===== src/rtl/serial_clock_pkg.sv =====
// Shared types for the serial clock generator: controller state and latched configuration.
package serial_clock_pkg;

    // Divider field width held in the configuration struct; raise it for wider dividers.
    localparam int unsigned SckDivWidth = 8;

    typedef enum logic {
        StIdle = 1'b0,
        StRun  = 1'b1
    } sck_state_t;

    typedef struct packed {
        logic [SckDivWidth-1:0] divider;
        logic                   cpol;
        logic                   cpha;
    } sck_cfg_t;

endpackage


===== src/rtl/sck_half_period_counter.sv =====
// Half-period counter: counts 0..target and flags the cycle where the count reaches target.
module sck_half_period_counter #(
    parameter int unsigned DIV_WIDTH = 8
) (
    input  logic                 clk,
    input  logic                 rst,
    input  logic                 clear,
    input  logic [DIV_WIDTH-1:0] target,
    output logic                 tick
);

    logic [DIV_WIDTH-1:0] count_q;

    assign tick = ~clear && (count_q == target);

    always_ff @(posedge clk or posedge rst) begin
        if (rst) begin
            count_q <= '0;
        end else if (clear || tick) begin
            count_q <= '0;
        end else begin
            count_q <= count_q + 1'b1;
        end
    end

endmodule


===== src/rtl/serial_clock_gen_ctrl.sv =====
// Serial clock generator: programmable-rate SCK bursts with CPOL/CPHA and clk-domain strobes.
module serial_clock_gen_ctrl
    import serial_clock_pkg::*;
#(
    parameter int unsigned DIV_WIDTH = SckDivWidth,
    parameter int unsigned CNT_WIDTH = 16
) (
    input  logic                 clk,
    input  logic                 rst,
    input  logic                 cfg_valid,
    input  logic [DIV_WIDTH-1:0] cfg_divider,
    input  logic                 cfg_cpol,
    input  logic                 cfg_cpha,
    input  logic                 start,
    input  logic [CNT_WIDTH-1:0] num_bits,
    input  logic                 abort,
    output logic                 sck,
    output logic                 rising_edge,
    output logic                 falling_edge,
    output logic                 sample,
    output logic                 shift,
    output logic                 busy,
    output logic                 done
);

    sck_state_t           state_q;
    sck_cfg_t             cfg_q;
    logic [CNT_WIDTH-1:0] num_bits_q;
    logic [CNT_WIDTH:0]   edge_cnt_q;
    logic [CNT_WIDTH:0]   total_edges;
    logic [DIV_WIDTH-1:0] div_target;
    logic                 tick;
    logic                 cnt_clear;
    logic                 all_edges_done;
    logic                 leading;
    logic                 final_edge;

    assign total_edges    = {num_bits_q, 1'b0};
    assign all_edges_done = (edge_cnt_q == total_edges);
    // edge_cnt_q counts edges already issued, so the edge about to be issued is edge_cnt_q+1.
    assign leading        = ~edge_cnt_q[0];
    assign final_edge     = ((edge_cnt_q + 1'b1) == total_edges);
    assign cnt_clear      = (state_q != StRun) || abort || all_edges_done;
    assign div_target     = DIV_WIDTH'(cfg_q.divider);

    sck_half_period_counter #(
        .DIV_WIDTH(DIV_WIDTH)
    ) u_half_period (
        .clk   (clk),
        .rst   (rst),
        .clear (cnt_clear),
        .target(div_target),
        .tick  (tick)
    );

    always_ff @(posedge clk or posedge rst) begin
        if (rst) begin
            state_q      <= StIdle;
            cfg_q        <= '0;
            num_bits_q   <= '0;
            edge_cnt_q   <= '0;
            sck          <= 1'b0;
            rising_edge  <= 1'b0;
            falling_edge <= 1'b0;
            sample       <= 1'b0;
            shift        <= 1'b0;
            busy         <= 1'b0;
            done         <= 1'b0;
        end else begin
            rising_edge  <= 1'b0;
            falling_edge <= 1'b0;
            sample       <= 1'b0;
            shift        <= 1'b0;
            done         <= 1'b0;
            case (state_q)
                StIdle: begin
                    sck <= cfg_q.cpol;
                    if (cfg_valid) begin
                        cfg_q <= '{divider: SckDivWidth'(cfg_divider),
                                   cpol: cfg_cpol, cpha: cfg_cpha};
                    end else if (start) begin
                        if (num_bits == '0) begin
                            done <= 1'b1;
                        end else begin
                            num_bits_q <= num_bits;
                            edge_cnt_q <= '0;
                            busy       <= 1'b1;
                            state_q    <= StRun;
                        end
                    end
                end
                StRun: begin
                    if (abort) begin
                        state_q    <= StIdle;
                        busy       <= 1'b0;
                        sck        <= cfg_q.cpol;
                        edge_cnt_q <= '0;
                    end else if (all_edges_done) begin
                        state_q    <= StIdle;
                        busy       <= 1'b0;
                        done       <= 1'b1;
                        edge_cnt_q <= '0;
                    end else if (tick) begin
                        sck          <= ~sck;
                        edge_cnt_q   <= edge_cnt_q + 1'b1;
                        rising_edge  <= ~sck;
                        falling_edge <= sck;
                        if (cfg_q.cpha) begin
                            shift  <= leading;
                            sample <= ~leading;
                        end else begin
                            sample <= leading;
                            shift  <= ~leading & ~final_edge;
                        end
                    end
                end
                default: state_q <= StIdle;
            endcase
        end
    end

endmodule


===== config.mk =====
export PLATFORM = sky130hd
export DESIGN_NAME = serial_clock_gen_ctrl
export DESIGN_NICKNAME = d
export VERILOG_FILES = /design/src/rtl/serial_clock_pkg.sv /design/src/rtl/sck_half_period_counter.sv /design/src/rtl/serial_clock_gen_ctrl.sv
export SDC_FILE = /design/constraint.sdc
export NUM_CORES = 1
export LEC_CHECK = 0
export ABC_AREA = 1
export BUFFER_PORTS_ARGS = -buffer_cell sky130_fd_sc_hd__buf_2
export CELL_PAD_IN_SITES_DETAIL_PLACEMENT = 0
export CELL_PAD_IN_SITES_GLOBAL_PLACEMENT = 1
export CORE_ASPECT_RATIO = 0.9
export CORE_MARGIN = 4
export CORE_UTILIZATION = 47
export CTS_BUF_LIST = sky130_fd_sc_hd__clkbuf_16
export CTS_CLUSTER_DIAMETER = 30
export CTS_CLUSTER_SIZE = 14
export DETAILED_ROUTE_END_ITERATION = 10
export GPL_ROUTABILITY_DRIVEN = 0
export GPL_TIMING_DRIVEN = 0
export PLACE_DENSITY_LB_ADDON = 0.1
export SYNTH_ARGS = -nofsm -noshare
export SYNTH_HDL_FRONTEND = slang
export SYNTH_SLANG_ARGS = --single-unit
export TNS_END_PERCENT = 50

===== constraint.sdc =====
create_clock -name clk -period 2.9 [get_ports clk]
set_clock_uncertainty 0.05 [all_clocks]
set_input_delay 0.145 -clock clk [delete_from_list [all_inputs] [get_ports clk]]
set_output_delay 0.145 -clock clk [all_outputs]
set_load 0.05 [all_outputs]

======== After elaboration in Yosys (flattened, before gate mapping) ========
Index checks and enable logic that the tools add are counted.
word-level totals
  bits in registers ....................... 59
operators by class
  bitwise gates (word level) .............. 8
  reduce and logical (&&, ||, !) cells .... 10
  multiplexer cells ....................... 48
  equality and inequality tests ........... 10
  add/subtract/negate cells ............... 2
operators with widths
  kind                     number
  $mux W17                 6
  $mux W1                  36
  $eq A17 B17 Y1           2
  $pmux W17 S2             1
  $add A17 B1 Y17 const B  1
  $logic_not A16 Y1        1
  $reduce_and A4 Y1        3
  $add A8 B1 Y8 const B    1
  $eq A8 B8 Y1             1
  $mux W8                  1
  $pmux W1 S2              4
  $not A1 Y1               7
  $ne A2 B2 Y1 const B     3
  $ne A3 B2 Y1 const B     2
  $ne A4 B2 Y1 const B     1
  $reduce_and A2 Y1        2
  $logic_or A1 B1 Y1       3
  $ne A3 B3 Y1 const B     1
  $and A1 B1 Y1            1
  $logic_and A1 B1 Y1      1

======== Logic depth before layout (Yosys ltp) ========
  depth in word-level cells ............... 9
  depth in mapped cells ................... 14
  mapped depth without buffers ............ 14

======== Modules after synthesis ========
A second synthesis with hierarchy kept.
unflattened totals
  cell total of the unflattened synthesis .. 503
  area total of the unflattened synthesis .. 3,657.3 um2
by module, submodules not included
  module                   cells each  area an instance (um2)  instances
  serial_clock_gen_ctrl    430         3,138.0                 1
  sck_half_period_counter  73          519.2                   1

======== Worst setup path before layout ========
OpenSTA, ideal clock, no wires.
  path type ............................... reg2reg
  from .................................... register edge_cnt_q[1]
  to ...................................... register shift
  clock period less this slack ............ 1.689 ns
  setup time .............................. 0.113 ns
  data arrival time ....................... 1.526 ns
  required time ........................... 2.737 ns
  path slack .............................. 1.211 ns
  cell stages (with the launch flop) ...... 13
  cells stage by stage .................... dfrtp_1 ha_1 nand2_1 nor2_1 nand2_1 nor2_1 nand2_1 nand3_1 nand2_1 nor2_1 nand3_1 nand2_1 inv_1
on the way
  longest elaborated chain between the ends .. 9
RTL lines
  what                    line                          text
  from (decl)             serial_clock_gen_ctrl.sv:29   logic [CNT_WIDTH:0] edge_cnt_q;
  from (signal assigned)  serial_clock_gen_ctrl.sv:105  edge_cnt_q <= edge_cnt_q + 1'b1;
  $add A17 B1 Y17         serial_clock_gen_ctrl.sv:42   assign final_edge = ((edge_cnt_q + 1'b1) == total_edges);
  $eq A17 B17 Y1          serial_clock_gen_ctrl.sv:42
  $not A1 Y1              serial_clock_gen_ctrl.sv:113  shift <= ~leading & ~final_edge;
  $and A1 B1 Y1           serial_clock_gen_ctrl.sv:113
  $mux W1                 serial_clock_gen_ctrl.sv:108  if (cfg_q.cpha) begin
  $mux W1                 serial_clock_gen_ctrl.sv:103  end else if (tick) begin
  $mux W1 (*)             serial_clock_gen_ctrl.sv:98   end else if (all_edges_done) begin
  $mux W1 (*)             serial_clock_gen_ctrl.sv:93   if (abort) begin
  $mux W1 (*)             serial_clock_gen_ctrl.sv:75   case (state_q)
  to (signal assigned)    serial_clock_gen_ctrl.sv:109  shift <= leading;
  to (signal assigned)    serial_clock_gen_ctrl.sv:113
  to (decl)               serial_clock_gen_ctrl.sv:21   output logic shift,
Every way passes the cells marked *; elsewhere a longest branch is shown, timed or not.
A chain may end at the register's enable or synchronous reset.

======== Worst setup path after layout ========
Ends and elaborated chain as after synthesis.

==> impl_summary.log <==
[metrics] run status: finished clean
[metrics] total inserted antenna cells: 0
[metrics] share of the synthesized area in the top cell type: 42.77%
[metrics] number of buffers and inverters on the critical path: 1
[metrics] CP Class: reg2reg
[metrics] Inserted Clock Buffers: 9
[metrics] Horiz. Die Dim: 98.34 um
[metrics] crit start category: flop
[metrics] Max Transition Viols Final: 0
[metrics] library cell with the largest summed area after synthesis: dfrtp_1
[metrics] maximum buffer depth of the clock tree: 2
[metrics] non-filler cells in the finished layout: 606
[metrics] initial cell density of the core: 48.54%
[metrics] minimum setup slack among reg-to-reg paths: 0.51 ns
[metrics] Hold Worst Slack: 0.01015 ns
[metrics] pin count of the biggest net entering global routing: 43
[metrics] share of the clock period used by the worst path after layout: 82.47%
[metrics] clock tree from TritonCTS: built
[metrics] synthesized area per cell: 7.604 um^2
[metrics] Residual DRC: 0
[metrics] setup violation total in the final timing report: 0
[metrics] number of distinct library cell variants in the gate-level netlist after synthesis: 35
[metrics] syn_nets: 487
[metrics] most used flip-flop cell after synthesis: dfrtp_1
[metrics] routed wire length: 8627 um
[metrics] shortest period the worst path allows: 2.392 ns
[metrics] root buffer selected by CTS: clkbuf_16
[metrics] required time of the critical path: 3.08 ns
[metrics] critical path's largest stage delay: 0.44 ns
[metrics] area delta synth->final: 19.93%
[metrics] register bit count reported by yosys: 59
[metrics] Sinks on Clock Net: 59
[metrics] accumulated negative setup slack: 0 ns
[metrics] buffer count from post-CTS setup fixing: 0
[metrics] transition time of the tightest slew-check pin: 0.6283 ns
[metrics] xor and xnor area share after synthesis: 5.980%
[metrics] Core Footprint: 0.007112 mm^2
[metrics] Clk Latency, worst-skew pair: 0.33 ns
[metrics] R2R depth: 12
[metrics] Crit. End Element: flop
[metrics] area share of and/or/nand/nor cells after synthesis: 32.29%
[metrics] number of standard cells after synthesis: 454
[metrics] largest vdd supply drop: 0.3004 mV
[metrics] count of buffers inserted at the top-level ports: 37
[metrics] area of all placed cells without fillers: 0.004140 mm^2
[metrics] detail-routed via count per cell: 5.021
[metrics] Async SR Flop Fraction: 100.0%
[metrics] arrival time worst endpoint: 2.57 ns
[metrics] number of placement rows: 29
[metrics] gate family responsible for the most delay along the worst path: simple AND/OR/NAND/NOR gates
[metrics] post-detail-place hpwl: 6509 um
[metrics] vias after detailed routing: 3043
[metrics] Crit. path cell count: 12
[metrics] complex-gate fraction of the synthesized area: 7.249%
[metrics] area post-placement: 0.003774 mm^2
[metrics] Cells after DPL: 585
[metrics] per-cell routed wire length: 14.24 um
[metrics] number of nets in the finished design: 542
[metrics] vias in the first global route: 2963
[metrics] ranking of synthesized cells by area: dfrtp_1 43%, nand2_1 14%, inv_1 6.2%
[metrics] share of the core filled with cells: 58.22%
[metrics] cells along the critical path: ha_1, nand2_1, nor2_1, nand2_1, nor2_1, nand2_1, nand3_1, nand2_1, nor2_1, nand3_1, nand2_1, inv_1
[metrics] Post-Synth Adder-Cell Area: 0.7249%
[metrics] CP Max Fanout: 6
[metrics] CTS H-Tree Depth: 3
[metrics] slowest library cell on the worst path: dfrtp_1
[metrics] final global-route overflow total: 0
[metrics] fraction of layout instances using a drive strength above 1: 17.74%
[metrics] power density over the cells: 593.7 mW/mm^2
[metrics] Hold Vio Cnt, Final: 0
[metrics] Detailed Route Iter0 Violations: 138
[metrics] normalized max-slew margin: 57.96%
[metrics] Worst Hold Class: in2reg
[metrics] clock input transition at the sequential cells of the worst setup and hold paths: 0.05 ns
[metrics] Detail Route Antenna Nets: 0
[metrics] Worst Hold Depth: 2
[metrics] boundary pin count: 38
[metrics] cell occurring most often along the worst timing path: nand2_1
[metrics] number of antenna violations at the first check in global routing: 0
[metrics] number of max-capacitance violations reported: 0
[metrics] RSZ-0062 raised after global routing: false
[metrics] total track usage: 21.39%
[metrics] static leakage: 0.002003 uW
[metrics] portion of the post-synthesis area used by sequential elements: 42.77%
[metrics] global-route wire length before repair: 14480 um
[metrics] Die Area: 0.008782 mm^2
[metrics] Pre-antenna DRT Iters: 4
[metrics] vertical die dimension: 89.31 um
[metrics] post-synthesis mux area share: 2.610%
[metrics] dominant combinational cell family by area after synthesis: simple AND/OR/NAND/NOR gates
[metrics] summed instance area of the synthesized netlist: 0.003452 mm^2
[metrics] YS warnings: 0
[metrics] Peak Freq: 0.4181 GHz
[metrics] EDFF count, synth: 0
==> synthesized netlist by cell type (3+ instances only) <==
cell type  instances
o21ai_0           12
nand3_1           28
nor2_2             4
nand2_2            6
buf_6              3
a21oi_1           13
nor3_1             5
inv_1             57
o21ai_1           10
nand2_1          126
dfrtp_1           59
nor3b_1            4
nor2_1            50
xnor2_1            9
inv_2              3
buf_2              3
xor2_1            12
o21ai_2            7
nand4_1           15
mux2_2             8
==> cell type report <==
type / instances / area [um^2]
Fill cell: 678 / 2972
Sequential cell: 59 / 1476
Clock inverter: 6 / 81.33
Tap cell: 93 / 116.4
Inverter: 61 / 229.0
Multi-Input combinational cell: 325 / 1687
Clock buffer: 9 / 225.2
Timing Repair Buffer: 44 / 265.3
Buffer: 9 / 60.06
==> placed cells by master (no fill, tap or decap), drive strengths merged <==
cell,synthesis,routed
nand2,133,133
a21oi,13,13
nand3,30,30
nor2,54,54
bufinv,0,2
o21bai,1,1
nor4,2,2
xor2,12,12
xnor3,1,1
nand3b,2,2
clkinv,1,5
ha,2,2
o22ai,1,1
nand4,15,15
clkbuf,2,11
and2,1,1
xnor2,9,9
inv,60,60
dlygate4sd3,0,6
nor3b,4,4
buf,7,45
mux2,8,8
dfrtp,59,59
or2,2,2
nor3,6,6
o21ai,29,29
==> timing repair <==
action	in CTS	in global routing
hold buffers	6	0
resized for setup	0	0
endpoints found under the hold margin	22	0
==> worst reg2reg max path, delay by kind of cell, from the launching register on <==
| family | cells | cell delay (ns) |
|---|---|---|
| adder cells (fa/ha/maj) | 1 | 0.22 |
| buffers and inverters | 1 | 0.04 |
| flip-flops | 1 | 0.44 |
| AND/OR/NAND/NOR | 10 | 1.53 |
==> sequential cells by signal (all words and copies together), names as in the netlist, 2 cells and up <==
signal                 flops
edge_cnt_q                17
num_bits_q                16
div_target                 8
u_half_period.count_q      8
cfg_q                      2
==> power by group <==
group	switching [uW]	internal [uW]	total (uW)
registers	58.9	901	960
logic	232	155	386
clock network	372	740	1110
total	662	1800	2460
==> through the flow <==
step           power (uW)  setup WS (ns)
2_1_floorplan        1239          1.211
3_3_place_gp         1342         0.3841
3_5_place_dp         1355         0.5562
4_1_cts              2487         0.5495
5_1_grt              2585         0.3445
6_report             2458         0.5084
==> worst paths after layout <==
kind	startpoint	end
max	edge_cnt_q[1]$_DFFE_PP0P_	shift$_DFF_PP0_
min	cfg_divider[7]	div_target[7]$_DFFE_PP0P_
max reg2reg	edge_cnt_q[1]$_DFFE_PP0P_	shift$_DFF_PP0_
min reg2reg	sck$_DFFE_PP0P_	rising_edge$_DFF_PP0_
max in group asynchronous	rst	num_bits_q[4]$_DFFE_PP0P_
min in group asynchronous	rst	num_bits_q[11]$_DFFE_PP0P_
==> metal layers <==
metal | routed length [um] | vias to the layer above | track usage (%)
li1 | - | 1562 | -
met5 | 0 | - | 0
met2 | 3922 | 66 | 34.01
met3 | 523 | 15 | 5.538
met4 | 130 | 0 | 6.700
met1 | 4051 | 1400 | 29.02
==> cells by family (layout without fill, tap and decap cells) <==
logic type,Yosys count,after routing
and+or+nand+nor,249,249
buffers and inverters,70,129
DFF,59,59
AOI/OAI and AO/OA,44,44
xor gates and xnor gates,22,22
muxes,8,8
adders and majority gates,2,2
No activity file was read; power rests on OpenSTA's default activity.
